File: config.mk
export PLATFORM = sky130hd
export DESIGN_NAME = mc_payoff_engine_flat
export DESIGN_NICKNAME = d
export VERILOG_FILES = /design/src/rtl/mc_payoff_engine_if.sv /design/src/rtl/mc_payoff_engine.sv /design/src/flat_wrapper.sv
export SDC_FILE = /design/constraint.sdc
export NUM_CORES = 1
export LEC_CHECK = 0
export CAP_MARGIN = 5
export CORE_MARGIN = 2
export CORE_UTILIZATION = 50
export CTS_CLUSTER_SIZE = 8
export DETAILED_ROUTE_END_ITERATION = 16
export PLACE_DENSITY = 0.69
export SLEW_MARGIN = 0
export SYNTH_ARGS = -nofsm -noshare
export SYNTH_HDL_FRONTEND = slang
export SYNTH_SLANG_ARGS = --single-unit
export TNS_END_PERCENT = 50
File: constraint.sdc
create_clock -name clk -period 9 [get_ports clk]
set_input_delay 1.8 -clock clk [delete_from_list [all_inputs] [get_ports clk]]
set_output_delay 1.8 -clock clk [all_outputs]
set_load 0.02 [all_outputs]
File: src/rtl/mc_payoff_engine_if.sv
// Handshake and result bus between the path generator/host and the payoff engine.
interface mc_payoff_engine_if #(
  parameter int unsigned W          = 12,
  parameter int unsigned LOG2_PATHS = 8,
  parameter int unsigned DF_W       = 12
);

  logic            start;
  logic            mode;
  logic [W-1:0]    K;
  logic [DF_W-1:0] df;
  logic            path_valid;
  logic [W-1:0]    path;
  logic            path_ready;
  logic            busy;
  logic            valid;
  logic [W-1:0]    price;

  // Host/producer side.
  modport master (
    output start, mode, K, df, path_valid, path,
    input  path_ready, busy, valid, price
  );

  // Engine side.
  modport slave (
    input  start, mode, K, df, path_valid, path,
    output path_ready, busy, valid, price
  );

endinterface

File: src/rtl/mc_payoff_engine.sv
// Monte Carlo payoff engine: averages call/put payoffs over 2**LOG2_PATHS
// samples and applies a Q0.DF_W discount factor.
module mc_payoff_engine #(
  parameter int unsigned W          = 12,
  parameter int unsigned LOG2_PATHS = 8,
  parameter int unsigned DF_W       = 12
) (
  input logic               clk,
  input logic               rst_n,
  mc_payoff_engine_if.slave bus
);

  localparam int unsigned ACC_W     = W + LOG2_PATHS;
  localparam int unsigned CNT_W     = (LOG2_PATHS > 0) ? LOG2_PATHS : 1;
  localparam int unsigned NUM_PATHS = 1 << LOG2_PATHS;
  localparam int unsigned PROD_W    = W + DF_W;

  typedef enum logic [1:0] {
    S_IDLE = 2'd0,
    S_RUN  = 2'd1,
    S_AVG  = 2'd2,
    S_DISC = 2'd3
  } state_t;

  state_t          state_q;
  logic            mode_q;
  logic [W-1:0]    k_q;
  logic [DF_W-1:0] df_q;
  logic [ACC_W-1:0] acc_q;
  logic [CNT_W-1:0] cnt_q;
  logic [W-1:0]    avg_q;
  logic            path_ready_q;
  logic            busy_q;
  logic            valid_q;
  logic [W-1:0]    price_q;

  logic [W-1:0]      payoff_c;
  logic              accept_c;
  logic              last_c;
  logic [PROD_W-1:0] prod_c;

  // Per-sample payoff, accept qualifier and discounted product.
  always_comb begin
    payoff_c = '0;
    if (!mode_q) begin
      if (bus.path > k_q) payoff_c = bus.path - k_q;
    end else begin
      if (k_q > bus.path) payoff_c = k_q - bus.path;
    end
    accept_c = bus.path_valid & path_ready_q;
    last_c   = (cnt_q == CNT_W'(NUM_PATHS - 1));
    prod_c   = PROD_W'(avg_q) * PROD_W'(df_q);
  end

  // Control FSM with datapath registers and registered outputs.
  always_ff @(posedge clk or negedge rst_n) begin
    if (!rst_n) begin
      state_q      <= S_IDLE;
      mode_q       <= 1'b0;
      k_q          <= '0;
      df_q         <= '0;
      acc_q        <= '0;
      cnt_q        <= '0;
      avg_q        <= '0;
      path_ready_q <= 1'b0;
      busy_q       <= 1'b0;
      valid_q      <= 1'b0;
      price_q      <= '0;
    end else begin
      valid_q <= 1'b0;
      case (state_q)
        S_IDLE: begin
          if (bus.start) begin
            mode_q       <= bus.mode;
            k_q          <= bus.K;
            df_q         <= bus.df;
            acc_q        <= '0;
            cnt_q        <= '0;
            path_ready_q <= 1'b1;
            busy_q       <= 1'b1;
            state_q      <= S_RUN;
          end
        end
        S_RUN: begin
          if (accept_c) begin
            acc_q <= acc_q + ACC_W'(payoff_c);
            cnt_q <= cnt_q + CNT_W'(1);
            if (last_c) begin
              path_ready_q <= 1'b0;
              state_q      <= S_AVG;
            end
          end
        end
        S_AVG: begin
          avg_q   <= W'(acc_q >> LOG2_PATHS);
          state_q <= S_DISC;
        end
        S_DISC: begin
          price_q <= W'(prod_c >> DF_W);
          valid_q <= 1'b1;
          busy_q  <= 1'b0;
          state_q <= S_IDLE;
        end
        default: state_q <= S_IDLE;
      endcase
    end
  end

  assign bus.path_ready = path_ready_q;
  assign bus.busy       = busy_q;
  assign bus.valid      = valid_q;
  assign bus.price      = price_q;

endmodule

File: src/flat_wrapper.sv
// flat-port wrapper written by rule: the top's interface ports become plain ports
module mc_payoff_engine_flat 
#(
  parameter int unsigned W          = 12,
  parameter int unsigned LOG2_PATHS = 8,
  parameter int unsigned DF_W       = 12
)
  (clk, rst_n, bus_start, bus_mode, bus_K, bus_df, bus_path_valid, bus_path, bus_path_ready, bus_busy, bus_valid, bus_price);
  mc_payoff_engine_if #(.W(W), .LOG2_PATHS(LOG2_PATHS), .DF_W(DF_W)) bus_i ();
  input logic clk;
  input logic rst_n;
  input wire logic [$bits(bus_i.start)-1:0] bus_start;
  input wire logic [$bits(bus_i.mode)-1:0] bus_mode;
  input wire logic [$bits(bus_i.K)-1:0] bus_K;
  input wire logic [$bits(bus_i.df)-1:0] bus_df;
  input wire logic [$bits(bus_i.path_valid)-1:0] bus_path_valid;
  input wire logic [$bits(bus_i.path)-1:0] bus_path;
  output wire logic [$bits(bus_i.path_ready)-1:0] bus_path_ready;
  output wire logic [$bits(bus_i.busy)-1:0] bus_busy;
  output wire logic [$bits(bus_i.valid)-1:0] bus_valid;
  output wire logic [$bits(bus_i.price)-1:0] bus_price;
  assign bus_i.start = bus_start;
  assign bus_i.mode = bus_mode;
  assign bus_i.K = bus_K;
  assign bus_i.df = bus_df;
  assign bus_i.path_valid = bus_path_valid;
  assign bus_i.path = bus_path;
  assign bus_path_ready = bus_i.path_ready;
  assign bus_busy = bus_i.busy;
  assign bus_valid = bus_i.valid;
  assign bus_price = bus_i.price;
  mc_payoff_engine #(.W(W), .LOG2_PATHS(LOG2_PATHS), .DF_W(DF_W)) u_core (.clk(clk), .rst_n(rst_n), .bus(bus_i));
endmodule
Word-level counts from Yosys, hierarchy flattened
Cells that the tools add are included.
Widths: inputs -> output; s select.
Word-level totals
  bits of input ports: 41
  ROM bits: 0
  logic and storage cells: 53
  memories: 0
  register bits: 82
  RAM bits: 0
  bits in latches: 0
Cells by class
  multipliers: 1
  eq/ne operators: 7
  magnitude comparators: 2
  reduce and logical (&&, ||, !) cells: 8
  shift operators: 0
  divide/modulo/power cells: 0
  muxes and demuxes: 19
  bitwise gates (word level): 1
  add/subtract/negate cells: 4
Operators with widths (number)
  $mux 20: 2
  $pmux 20 s2: 1
  $mux 12: 3
  $gt 12x12->1: 2
  $mul 12x12->24: 1
  $sub 12x12->12: 2
  $add 20x12->20: 1
  $mux 8: 2
  $pmux 8 s2: 1
  $add 8x1->8 const B: 1
  $eq 8x8->1 const B: 1
  $pmux 2 s4: 1
  $mux 2: 3
  $reduce_and 3->1: 2
  $eq 2x2->1 const B: 2
  $mux 1: 4
  $ne 2x1->1 const B: 2
  $pmux 1 s2: 2
  $reduce_and 2->1: 2
  $reduce_and 4->1: 1
  $reduce_bool 2->1: 2
  $eq 2x1->1 const B: 1
  $logic_not 2->1: 1
  $ne 2x2->1 const B: 1
  $and 1x1->1: 1

Longest topological paths before layout
Gate-level depths: netlist of run 1.
  depth in word-level cells: 6
  depth in mapped cells: 21

Worst setup path after synthesis of run 1
OpenSTA, ideal clock, no wires.
  path kind: input to register
  from: in bus_path[0]
  to: reg u_core.acc_q[16]
  path slack: 3618 ps
  setup time: 132 ps
  data required time: 8868 ps
  path buffers: 1
  arrival time: 5250 ps
  stages: 19
  cells stage by stage: inv_1 > ha_1 > inv_1 > fa_1 > a21o_1 > a21o_1 > a221o_1 > a2bb2oi_1 > buf_2 > a21oi_1 > ha_1 > fa_1 > a21o_1 > a21o_1 > a211oi_1 > o211ai_1 > nand4_1 > xor2_1 > nor2_1
Between the ends
  cells in the longest elaborated chain, start to end: 6
Ends and longest elaborated chain
  start: declaration: line flat_wrapper.sv:17  | input wire logic [$bits(bus_i.path)-1:0] bus_path;
  $sub 12x12->12, or another cell as far along: line mc_payoff_engine.sv:46  | if (bus.path > k_q) payoff_c = bus.path - k_q;
  $mux 12 (on tied branches): line mc_payoff_engine.sv:46, mc_payoff_engine.sv:48
  $mux 12 *: line mc_payoff_engine.sv:45  | if (!mode_q) begin
  $add 20x12->20 *: line mc_payoff_engine.sv:86  | acc_q <= acc_q + ACC_W'(payoff_c);
  $mux 20 *: line mc_payoff_engine.sv:85  | if (accept_c) begin
  $pmux 20 s2 *: line mc_payoff_engine.sv:71  | case (state_q)
  end signal: assignment: line mc_payoff_engine.sv:86
  end: declaration: line mc_payoff_engine.sv:29  | logic [ACC_W-1:0] acc_q;
Mark *: on every way between the ends. The rest lies on a longest branch, timed or not. The select of a mux whose other input is x is not followed.
A chain may end at the register's enable or synchronous reset.

Worst setup path after layout of run 1
Ends and elaborated chain as after synthesis.

==> results of run 1 <==
==> worst paths after layout <==
| path | startpoint | to | slack (ps) | depth (start not counted) |
|---|---|---|---|---|
| max | bus_path[0] | u_core.acc_q[16] | 2650 | 19 |
| min | u_core.acc_q[0] | u_core.acc_q[0] | 480 | 2 |
| max reg2reg | u_core.df_q[5] | u_core.bus.price[10] | 3400 | 17 |
| min reg2reg | u_core.acc_q[0] | u_core.acc_q[0] | 480 | 2 |
| max in group asynchronous | rst_n | u_core.df_q[9] | 6540 | 2 |
| min in group asynchronous | rst_n | u_core.k_q[8] | 1310 | 1 |
==> final cells by class <==
| type | count | area [µm²] | share of cell area, % |
|---|---|---|---|
| Multi-Input combinational cell | 745 | 6710 | 64.0 |
| Sequential cell | 82 | 2050 | 19.6 |
| Inverter | 155 | 582 | 5.55 |
| Timing Repair Buffer | 58 | 571 | 5.44 |
| Tap cell | 234 | 293 | 2.79 |
| Clock buffer | 13 | 250 | 2.39 |
| Clock inverter | 3 | 25.0 | 0.239 |
==> critical path, delay by kind of cell <==
kind | cells | cell delay [ps]
AO/OA/AOI/OAI | 9 | 2590
adder cells (fa/ha/maj) | 4 | 1230
buffers and inverters | 3 | 550
AND/OR/NAND/NOR | 2 | 210
XOR/XNOR | 1 | 160
==> layout by cell type (no fill, tap or decap), drive strengths merged, types with 3 or more instances in the layout <==
cell type,Yosys,final
a21oi,38,38
a211oi,4,4
or2,9,9
nand3,16,16
a31oi,10,10
a21o,27,27
nor2b,7,7
inv,154,154
o41ai,4,4
nand2b,4,4
a221oi,8,8
o21bai,3,3
o21ai,25,25
clkbuf,35,13
fa,102,102
or3,4,4
a22o,6,6
buf,9,4
and3,3,3
xor2,23,23
a211o,5,5
nand4,13,13
o31ai,9,9
and4,5,5
nand2,131,131
nor3,13,13
mux2,45,45
o211ai,3,3
dfrtp,82,82
o311ai,3,3
clkinv,1,3
ha,99,99
xnor2,11,11
nor2,41,41
clkdlybuf4s50,0,54
and2,53,53
a21boi,3,3
==> sequential cells by signal, indices dropped and copies added (netlist names) <==
name and cells:
u_core.bus.valid 1, u_core.df_q 12, u_core.k_q 12, u_core.avg_q 12
u_core.bus.price 12, u_core.state_q 2, u_core.bus.busy 1, u_core.acc_q 20
u_core.bus.path_ready 1, u_core.cnt_q 8, u_core.mode_q 1
==> cell families after synthesis <==
group | count (synthesis) | share of synthesized area, %
adder cells (fa/ha/maj) | 201 | 34.5
flip-flops | 82 | 21.6
buffers and inverters | 199 | 7.97
AO/OA/AOI/OAI | 163 | 12.3
XOR/XNOR | 34 | 3.13
multiplexers | 46 | 5.43
AND/OR/NAND/NOR | 301 | 15.1
==> power breakdown <==
group / leakage [nW] / switching, mW / internal [mW]
clock network: 0.130 / 0.164 / 0.196
logic: 4.26 / 0.0584 / 0.0500
registers: 1.13 / 0.00154 / 0.370
total: 5.51 / 0.224 / 0.617
==> routing by layer <==
layer	vias to the layer above	wire length, µm	track usage (%)
li1	3414	-	-
met1	3445	9560	30.3
met2	166	9540	35.9
met3	29	919	3.36
met4	0	529	8.05
met5	-	0	0
==> stage by stage <==
stage                     instances  hold slack [ps]  power (mW)
after CTS                      1290              486       0.851
after floorplan                1026              445       0.445
after global routing           1290              512       0.877
after detailed placement       1274              471       0.487
final                          1290              479       0.841
after global placement         1274              467       0.486
==> impl_metrics.yaml, run 1 <==
synth:
  yosysMostFrequentCell: "inv_1"
  yosysWarnings: 0
  synth_area_per_cell_um2: 9.28
  synth_top_cell_by_area: "dfrtp_1"
  synth_cells: 1026
  synthTopCellsByArea: "dfrtp_1 22%, fa_1 21%, ha_1 13%"
  async_flop_share_pct: 100
  ys_ff_latch: 82
  synth_commonest_cells: "153 x inv_1, 130 x nand2_1, 102 x fa_1, 99 x ha_1, 82 x dfrtp_1"
  synth_edf_count: 0
  syn_nets: 1268
  synthesis.area_mm2: 0.00952
  synth_seq_area_share_pct: 21.6
  synth_cell_type_count: 59
  synthDominantCellAreaShare_pct: 21.6
  synthFlopType: "dfrtp_1"
global_route:
  grt_overflow: 0
  grt_pass1_wl_um: 35500
  grt_max_degree: 67
  track_usage_pct: 22.1
  antenna_found_initial: 0
  grt_pass1_vias: 7321
drt:
  wl_um: 20600
  routedWlPerCell_um: 15.9
  drc_errors: 0
  antenna_left: 0
  dr.pass1.iters: 6
  drt_iter0_markers: 394
  vias: 7054
  via_per_inst: 5.47
placed_design:
  hpwl_um: 15900
  io_buffers: 55
  post-place-ws_ps: 2370
  gp_congestion: 0.968
  dpl_cell_area_mm2: 0.0102
sta:
  fmaxAchievable_mhz: 158
  finalHoldViolCount: 0
  layout_min_cycle_time_ps: 6350
  fin_setup_tns_ps: 0
  final-setup-viol-count: 0
  rsz0062_at_grt: "false"
  slew_viol_final: 0
  worst_clock_skew_ps: 11.2
  relSlewSlack_pct: 24.5
  period_share_pct: 70.5
  tightestPinTransition_ps: 1130
  fin_ws_ps: 2650
worst_setup_path:
  crit_chain: "clkdlybuf4s50_1 > inv_1 > ha_1 > inv_1 > fa_1 > a21o_1 > a21o_1 > a221o_1 > a2bb2oi_1 > a21oi_1 > ha_1 > fa_1 > a21o_1 > a21o_1 > a211oi_1 > o211ai_1 > nand4_1 > xor2_1 > nor2_1"
  crit_top_cell: "a21o_1"
  slowest_stage: "a2bb2oi_1"
  endpoint_kind: "flop"
  cp_max_fo: 11
  critPathMaxStageDelay_ps: 760
  required_ps: 9200
  cp-start-kind: "primary input"
  crit_arrival_ps: 6550
  worstSetupPathType: "in -> reg"
final_layout:
  layout-drive-gt1-share_pct: 7.86
  diodes: 0
  fill_cells: 1662
  nets: 1293
  area_delta_synth_final_pct: 10.1
  stdcell_area_mm2: 0.0105
  final_util_pct: 56.0
clock_tree:
  clk_path_buf_depth: 2
  cts_tree: "yes"
  cts_root_buffer: "clkbuf_16"
  path_clk_slew_ps: 60
  cts_buffers: 9
  cts_hold_buf: 0
  cts_setup_buffers: 0
  cts.sinks: 82
  h-tree-depth: 3
  cts_resized: 0
  clock_latency_ps: 350
power:
  leakagePower_nw: 5.51
  cellPowerDensity_mw_per_mm2: 80.3
  vdd_drop_max_mv: 0.0965
hold_path:
  hold_path.class: "reg -> reg"
floorplanning:
  die_x_um: 142
  core_area_mm2: 0.0187
  initial_core_util_pct: 50.9
  row_count: 50
  io_pins: 56
  dieArea_mm2: 0.0202
  die_h_um: 142
outcome:
  status: "completed"
job:
  maxCapViolations: 0
No activity file was read; power rests on OpenSTA's default activity.
==> run 2: changes to the inputs <==
==> constraint.sdc (replaced) <==
create_clock -name clk -period 6.1 [get_ports clk]
set_input_delay 1.22 -clock clk [delete_from_list [all_inputs] [get_ports clk]]
set_output_delay 1.22 -clock clk [all_outputs]
set_load 0.02 [all_outputs]
==> impl_metrics.yaml, run 2 (synthesized netlist as in run 1, its figures left out) <==
outcome:
  status: "completed"
sta:
  finalHoldViolCount: 0
  hold_slack_ps: 485
  fin_setup_tns_ps: 0
  rsz0062_at_grt: "false"
  tightestPinTransition_ps: 949
  final-setup-viol-count: 0
  worst_clock_skew_ps: 8.76
  fin_ws_ps: 516
  layout_min_cycle_time_ps: 5580
  relSlewSlack_pct: 36.5
  slew_viol_final: 0
  fmaxAchievable_mhz: 179
  period_share_pct: 91.5
clock_tree:
  cts.sinks: 82
  cts_buffers: 9
  cts_hold_buf: 0
  clk_path_buf_depth: 2
  cts_root_buffer: "clkbuf_16"
  path_clk_slew_ps: 70
  cts_setup_buffers: 0
  cts_tree: "yes"
  cts_resized: 0
  h-tree-depth: 3
  clock_latency_ps: 350
hold_path:
  min_path_cells: 2
  hp-start: "u_core.acc_q[0]"
  min_to: "u_core.acc_q[0]"
  hold_path.class: "reg -> reg"
drt:
  routedWlPerCell_um: 16.1
  drc_errors: 0
  antenna_left: 0
  wl_um: 20900
  dr.pass1.iters: 5
  vias: 7167
  via_per_inst: 5.52
  drt_iter0_markers: 493
final_layout:
  final_util_pct: 56.5
  nets: 1302
  layout_common_cells: "153 x inv_1, 130 x nand2_1, 102 x fa_1"
  largest_reg_flops: 20
  area_delta_synth_final_pct: 11.0
  layout_commonest_cell: "inv_1"
  regMostFlops: "u_core.acc_q"
  diodes: 0
  layout-drive-gt1-share_pct: 8.92
worst_setup_path:
  required_ps: 6350
  r2r_start: "u_core.avg_q[5]"
  endpoint_kind: "flop"
  cp-start-kind: "flop"
  cp_max_fo: 13
  r2r_setup_slack_ps: 520
  crit_arrival_ps: 5830
  worstSetupPathType: "reg -> reg"
  reg2regPathDepth: 16
  startpoint: "u_core.avg_q[5]"
  reg2reg_to: "u_core.bus.price[10]"
global_route:
  grt_overflow: 0
  antenna_found_initial: 0
  track_usage_pct: 22.4
  grt_pass1_vias: 7467
  grt_pass1_wl_um: 35800
  grt_max_degree: 70
placed_design:
  post-place-ws_ps: 386
  gp_congestion: 0.934
  hpwl_um: 16300
  io_buffers: 55
floorplanning:
  core_area_mm2: 0.0187
  initial_core_util_pct: 50.9
  die_h_um: 142
  dieArea_mm2: 0.0202
  row_count: 50
  io_pins: 56
  die_x_um: 142
job:
  maxCapViolations: 0
power:
  cellPowerDensity_mw_per_mm2: 119
  power_mw: 1.26
  leakagePower_nw: 5.56
  vdd_drop_max_mv: 0.137
run 2: worst max-delay path by stage:
stage | to | slack [ps] | cells after the start
6_report | u_core.bus.price[10] | 520 | 16
5_1_grt | u_core.bus.price[10] | 250 | 16
4_1_cts | u_core.bus.price[10] | 530 | 16
3_5_place_dp | u_core.acc_q[16] | 390 | 19
3_3_place_gp | u_core.acc_q[16] | 550 | 17
2_1_floorplan | u_core.bus.price[10] | 930 | 18
run 2: per-layer routing:
layer  vias to the layer above  global-route usage [%]  wire length (µm)
li1                       3430                       -                 -
met1                      3536                    30.6              9630
met2                       169                    37.3              9890
met3                        32                    3.10               929
met4                         0                    6.95               405
met5                         -                       0                 0
run 2: final cells by class:
class	instances	area, µm²
well taps	234	293
repair buffers	67	638
multi-input cells	745	6710
inverters	155	582
flip-flops and latches	82	2050
clock buffers	10	239
fillers	1654	8150
clock inverters	6	50.0
run 2: through the flow:
step	std cells	instance area (µm²)
floorplan	1026	9520
global placement	1283	10300
detailed placement	1283	10300
CTS	1299	10600
global route	1299	10600
finish	1299	10600
run 2: where the power goes:
group	switching [mW]	leakage, nW	internal (mW)
clock network	0.260	0.135	0.291
logic	0.0869	4.30	0.0750
registers	0.00224	1.13	0.546
run 2: critical path, cell delays in order, from the launching register on:
cell and delay (ps):
dfrtp_1 540, and2_1 260, fa_1 500, fa_1 540
fa_1 520, fa_1 550, inv_1 50, fa_1 530
inv_1 40, ha_1 370, a21oi_1 350, o21a_1 180
a21oi_1 80, o21ai_1 220, o311ai_4 200, a2111o_1 450
o311ai_2 80
==> run 3: changes to the inputs <==
--- a/config.mk
+++ b/config.mk
@@ -5,6 +5,7 @@
 export SDC_FILE = /design/constraint.sdc
 export NUM_CORES = 1
 export LEC_CHECK = 0
+export ABC_AREA = 0
 export CAP_MARGIN = 5
 export CORE_MARGIN = 2
 export CORE_UTILIZATION = 50
==> results of run 3 <==
Same layout as run 2: the final DEF is identical, and so are final timing and power.
